--- src/rtl/imem_fetch_ctrl.sv ---
`default_nettype none
// +--------------------------------------------------------------------------+
// | imem_fetch_ctrl: PC owner and instruction-memory fetch sequencer with     |
// | valid/ready hand-off to decode and squashing branch/jump redirects.       |
// | Revision: 1.0                                                             |
// +--------------------------------------------------------------------------+
module imem_fetch_ctrl #(
  parameter logic [31:0] RESET_PC = 32'h0000_0000,
  parameter int          ADDR_W   = 10
) (
  input  logic              clk,
  input  logic              rst_n,
  output logic              mem_req,
  output logic [ADDR_W-1:0] mem_word_addr,
  input  logic              mem_ack,
  input  logic [31:0]       mem_rdata,
  output logic [31:0]       instr,
  output logic [31:0]       instr_pc,
  output logic              instr_valid,
  input  logic              instr_ready,
  input  logic              branch_taken,
  input  logic [31:0]       branch_target,
  input  logic              jump,
  input  logic [25:0]       jump_index,
  input  logic              halt,
  output logic              fault
);

  typedef enum logic [2:0] {
    ST_IDLE   = 3'd0,
    ST_REQ    = 3'd1,
    ST_WAIT   = 3'd2,
    ST_HOLD   = 3'd3,
    ST_HALTED = 3'd4,
    ST_FAULT  = 3'd5
  } state_t;

  state_t      state, state_n;
  logic [31:0] pc, pc_n;
  logic [31:0] instr_n, instr_pc_n;
  logic        valid_n, squash, squash_n;

  logic [31:0] jump_target, redirect_target;
  logic        redirect, target_bad, in_flight;

  function automatic logic out_of_range(input logic [31:0] a);
    return (a >> (ADDR_W + 2)) != 32'd0;
  endfunction

  // Any attempt to start a new fetch goes through here so the range check
  // and halt gating are applied uniformly.
  function automatic state_t issue_to(input logic [31:0] a, input logic h);
    if (out_of_range(a)) return ST_FAULT;
    else if (h)          return ST_HALTED;
    else                 return ST_REQ;
  endfunction

  assign jump_target     = ((instr_pc + 32'd4) & 32'hF000_0000) | {4'b0000, jump_index, 2'b00};
  assign redirect        = branch_taken | jump;
  assign redirect_target = branch_taken ? branch_target : jump_target;
  assign target_bad      = (redirect_target[1:0] != 2'b00) | out_of_range(redirect_target);
  assign in_flight       = (state == ST_REQ) || (state == ST_WAIT);

  always_comb begin
    state_n    = state;
    pc_n       = pc;
    instr_n    = instr;
    instr_pc_n = instr_pc;
    valid_n    = instr_valid;
    squash_n   = squash;

    if (state != ST_FAULT && redirect) begin
      pc_n    = redirect_target;
      valid_n = 1'b0;
      if (target_bad) begin
        state_n  = ST_FAULT;
        squash_n = 1'b0;
      end else if (in_flight && !mem_ack) begin
        // Response still owed by memory: wait it out and discard it.
        state_n  = ST_WAIT;
        squash_n = 1'b1;
      end else begin
        state_n  = halt ? ST_HALTED : ST_REQ;
        squash_n = 1'b0;
      end
    end else begin
      case (state)
        ST_IDLE:   state_n = issue_to(pc, halt);
        ST_REQ, ST_WAIT: begin
          if (mem_ack) begin
            if (squash) begin
              squash_n = 1'b0;
              state_n  = issue_to(pc, halt);
            end else begin
              instr_n    = mem_rdata;
              instr_pc_n = pc;
              valid_n    = 1'b1;
              pc_n       = pc + 32'd4;
              state_n    = ST_HOLD;
            end
          end else begin
            state_n = ST_WAIT;
          end
        end
        ST_HOLD: begin
          if (instr_valid && instr_ready) begin
            valid_n = 1'b0;
            state_n = issue_to(pc, halt);
          end
        end
        ST_HALTED: if (!halt) state_n = issue_to(pc, 1'b0);
        ST_FAULT:  state_n = ST_FAULT;
        default:   state_n = ST_IDLE;
      endcase
    end
  end

  always_ff @(posedge clk) begin
    if (!rst_n) begin
      state         <= ST_IDLE;
      pc            <= RESET_PC;
      instr         <= 32'd0;
      instr_pc      <= 32'd0;
      instr_valid   <= 1'b0;
      squash        <= 1'b0;
      fault         <= 1'b0;
      mem_req       <= 1'b0;
      mem_word_addr <= RESET_PC[ADDR_W+1:2];
    end else begin
      state         <= state_n;
      pc            <= pc_n;
      instr         <= instr_n;
      instr_pc      <= instr_pc_n;
      instr_valid   <= valid_n;
      squash        <= squash_n;
      fault         <= fault | (state_n == ST_FAULT);
      // Request strobe is registered off the next state so it is high for
      // exactly the cycle spent in REQ.
      mem_req       <= (state_n == ST_REQ);
      mem_word_addr <= pc_n[ADDR_W+1:2];
    end
  end

endmodule
`default_nettype wire

--- config.mk ---
export PLATFORM = sky130hd
export DESIGN_NAME = imem_fetch_ctrl
export DESIGN_NICKNAME = d
export VERILOG_FILES = /design/src/rtl/imem_fetch_ctrl.sv
export SDC_FILE = /design/constraint.sdc
export NUM_CORES = 1
export LEC_CHECK = 0
export CAP_MARGIN = 20
export CORE_MARGIN = 2
export CORE_UTILIZATION = 25
export CTS_BUF_LIST = sky130_fd_sc_hd__clkbuf_16
export DETAILED_ROUTE_END_ITERATION = 10
export PLACE_DENSITY = 0.55
export REMOVE_ABC_BUFFERS = 1
export SLEW_MARGIN = 5
export SYNTH_ARGS = -nofsm -noshare
export SYNTH_HDL_FRONTEND = slang
export SYNTH_SLANG_ARGS = --single-unit
--- constraint.sdc ---
create_clock -name clk -period 3.1 [get_ports clk]
set_input_delay 0.62 -clock clk [delete_from_list [all_inputs] [get_ports clk]]
set_output_delay 0.62 -clock clk [all_outputs]
set_load 0.005 [all_outputs]
==> reports/results.txt <==
Async S/R FF share, synth: 0%
number of synthesized flops with an enable pin: 0
Ys Warns: 0
initial drt markers: 211
Port Buffer Count: 173
largest net degree at the start of global routing: 48
TNS Setup: 0 ps
Synth Instances: 652
total core area: 20,900 sq um
switching share of power: 25.9%
RSZ-0062 raised after global routing: false
Synth top area share: 38.9%
highest-delay cell along the critical path: or4_1
sequential power share: 45.6%
CTS H-tree lvls: 3
leading area contributor after synthesis: dfxtp_1
WP data required: 3390 ps
drt drc: 0
global placement routability congestion: 0.771
Worst-Skew Late Latency: 350 ps
postcts setup bufs: 0
die height: 150 um
top cells by area, synth: dfxtp_1, nand2_1, a21boi_0
Max VDD drop: 0.000198 V
io pins: 174
Initial Util: 25.3%
post-detailed-route count of antenna-violating nets: 0
Clk pwr share: 37.5%
cts repair resizes: 0
fin crit period: 2590 ps
area grow syn2layout: 44.0%
DRT Pass-1 Iters: 4
clk buf depth: 2
Logic pwr share: 16.9%
Reg clk slew, reported paths: 70 ps
Worst slew margin: 59.0%
critical-path maximum fanout: 3
CP Launch Type: primary input
CP cell instances: clkdlybuf4s50_1, nor4_1, a22oi_1, or4_1, nor3_1, nand4_2, nor3_2, o21a_1
post-synthesis register bit count: 103
CP Capture Type: flop
Max Slew Vio Count: 0
Slew @ Worst Pin: 610 ps
DP HPWL: 12,000 um
min-delay worst type: reg -> reg
Power Internal: 2.41 mW
routed vias: 4,965
initial antenna violation count: 0
Hold Fails Final Rpt: 0
Tot GR Track Use: 14.5%
status: complete, no violations
layout cells sized above 1: 7.43%
crit path DAT: 2890 ps
Final Cell Area: 7620 sq um
CTS Buf Count: 9
first-pass GRT wire length: 25,700 um
# Max-Cap Violations: 0
vias in the first global route: 4,739
GR Overflow Total: 0
die area: 22,400 sq um
CTS Sinks: 103
Lkg Pwr: 2.74 nW
endpoints failing setup: 0
Syn Std Cell Area: 5300 sq um
average cell area after synthesis: 8.12 sq um
P_sw: 0.842 mW
Power Density: 426 nW/um^2
Hold Buf Count CTS: 0
pre-CTS WS: 135 ps
number of cell rows: 53
die extent in x: 150 um
drt wl/cell: 15.1 um
WS Path Type: in -> reg
max frequency: 0.385 GHz
Seq/Total Area, Yosys: 38.9%
Root Buffer: clkbuf_16
unique cell type count in the Yosys netlist: 52
routed vias/inst: 4.58
top_reg_cell synth: dfxtp_1
worst stage delay on the critical path: 580 ps
WL final: 16,400 um
Final WS setup: 505 ps
antenna cells: 0
final clock skew: 4.81 ps
DP Area: 7310 sq um
CTS tree: built
Layout Nets: 901
period utilization: 83.7%
-- per-stage QoR --
step,util (%),hold slack [ps],std cells,power (mW)
floorplan,-,441,600,1.72
global placement,35.0,449,1067,2.07
detailed placement,35.0,456,1067,2.07
CTS,36.5,466,1083,3.31
global route,36.5,481,1083,3.43
finish,36.5,461,1083,3.25
-- cell families after synthesis --
kind of cell    synth area share, %
simple gates                   26.1
flops                          38.9
mux                            5.67
buf+inv                        5.53
compound gates                 19.0
xor+xnor                       4.47
fa+ha+maj                     0.236
-- path summary, 6_finish.rpt --
path	startpoint	end	slack (ps)	cells after the start
max reg2reg	instr_pc[21]$_SDFFE_PN0P_	squash$_SDFFE_PN0P_	540	7
max	branch_target[25]	squash$_SDFFE_PN0P_	510	8
min reg2reg	instr[1]$_SDFFE_PN0P_	instr[1]$_SDFFE_PN0P_	460	2
min	instr[1]$_SDFFE_PN0P_	instr[1]$_SDFFE_PN0P_	460	2
-- Yosys cell counts (2+ instances only) --
cell type and number:
a211oi_1 3, a21boi_0 66, a21oi_1 16, a22oi_1 3, a31o_2 2, a32oi_1 2
and2_1 4, and3_1 6, buf_2 3, buf_4 10, buf_6 2, clkbuf_1 36
dfxtp_1 103, inv_1 11, mux2_2 8, mux2i_1 21, nand2_1 174, nand2b_1 3
nand3_1 15, nand3b_1 2, nand4_1 22, nor2_1 24, nor2b_1 4, nor3_1 9
nor4_1 17, nor4b_1 2, o211a_1 16, o21a_1 3, o21ai_0 14, o311a_1 3
or4_4 2, xnor2_1 16, xor2_1 11
-- layout by cell type (no fill, tap or decap), types with 4 or more instances in the layout --
cell             netlist  final
nand2_1              174    173
clkdlybuf4s50_1        0    171
dfxtp_1              103    103
a21boi_0              66     66
nor2_1                24     24
nand4_1               22     22
mux2i_1               21     21
nor4_1                17     17
xnor2_1               16     16
o211a_1               16     16
a21oi_1               16     16
nand3_1               15     15
buf_4                 10     15
o21ai_0               14     14
inv_1                 11     12
xor2_1                11     11
nor3_1                 9      9
clkbuf_16              0      9
mux2_2                 8      8
and3_1                 6      6
nor2b_1                4      4
buf_12                 0      4
-- state kept, by name (all words and copies together) (netlist names) --
register,flops
instr,32
instr_pc,32
pc,22
mem_word_addr,10
state,3
fault,1
instr_valid,1
mem_req,1
squash,1
-- power by group through the flow --
stage                     clock, mW  combinational [mW]  sequential, mW
after floorplan                   0               0.233            1.49
after global placement            0               0.554            1.51
after detailed placement          0               0.554            1.51
after CTS                      1.27               0.557            1.48
after global routing           1.33               0.603            1.49
final                          1.22               0.549            1.48
-- per-layer routing --
layer | routed length (um) | GRT usage (%)
met1 | 7850 | 19.3
met4 | 179 | 4.43
met3 | 935 | 2.71
met2 | 7420 | 23.8
met5 | 0 | 0
-- worst max-delay path: cells and delay by family --
family	cells	cell delay [ps]
buf+inv	1	410
simple gates	5	1580
compound gates	2	260
-- final cells by class --
cell class,instances,area [sq um]
clock inverter,7,87.6
sequential,103,2060
tap,275,344
inverter,11,41.3
fill,2265,13300
timing repair buffer,192,1910
multi-input combinational,486,2950
clock buffer,9,225
(Power assumes the default switching activity.)
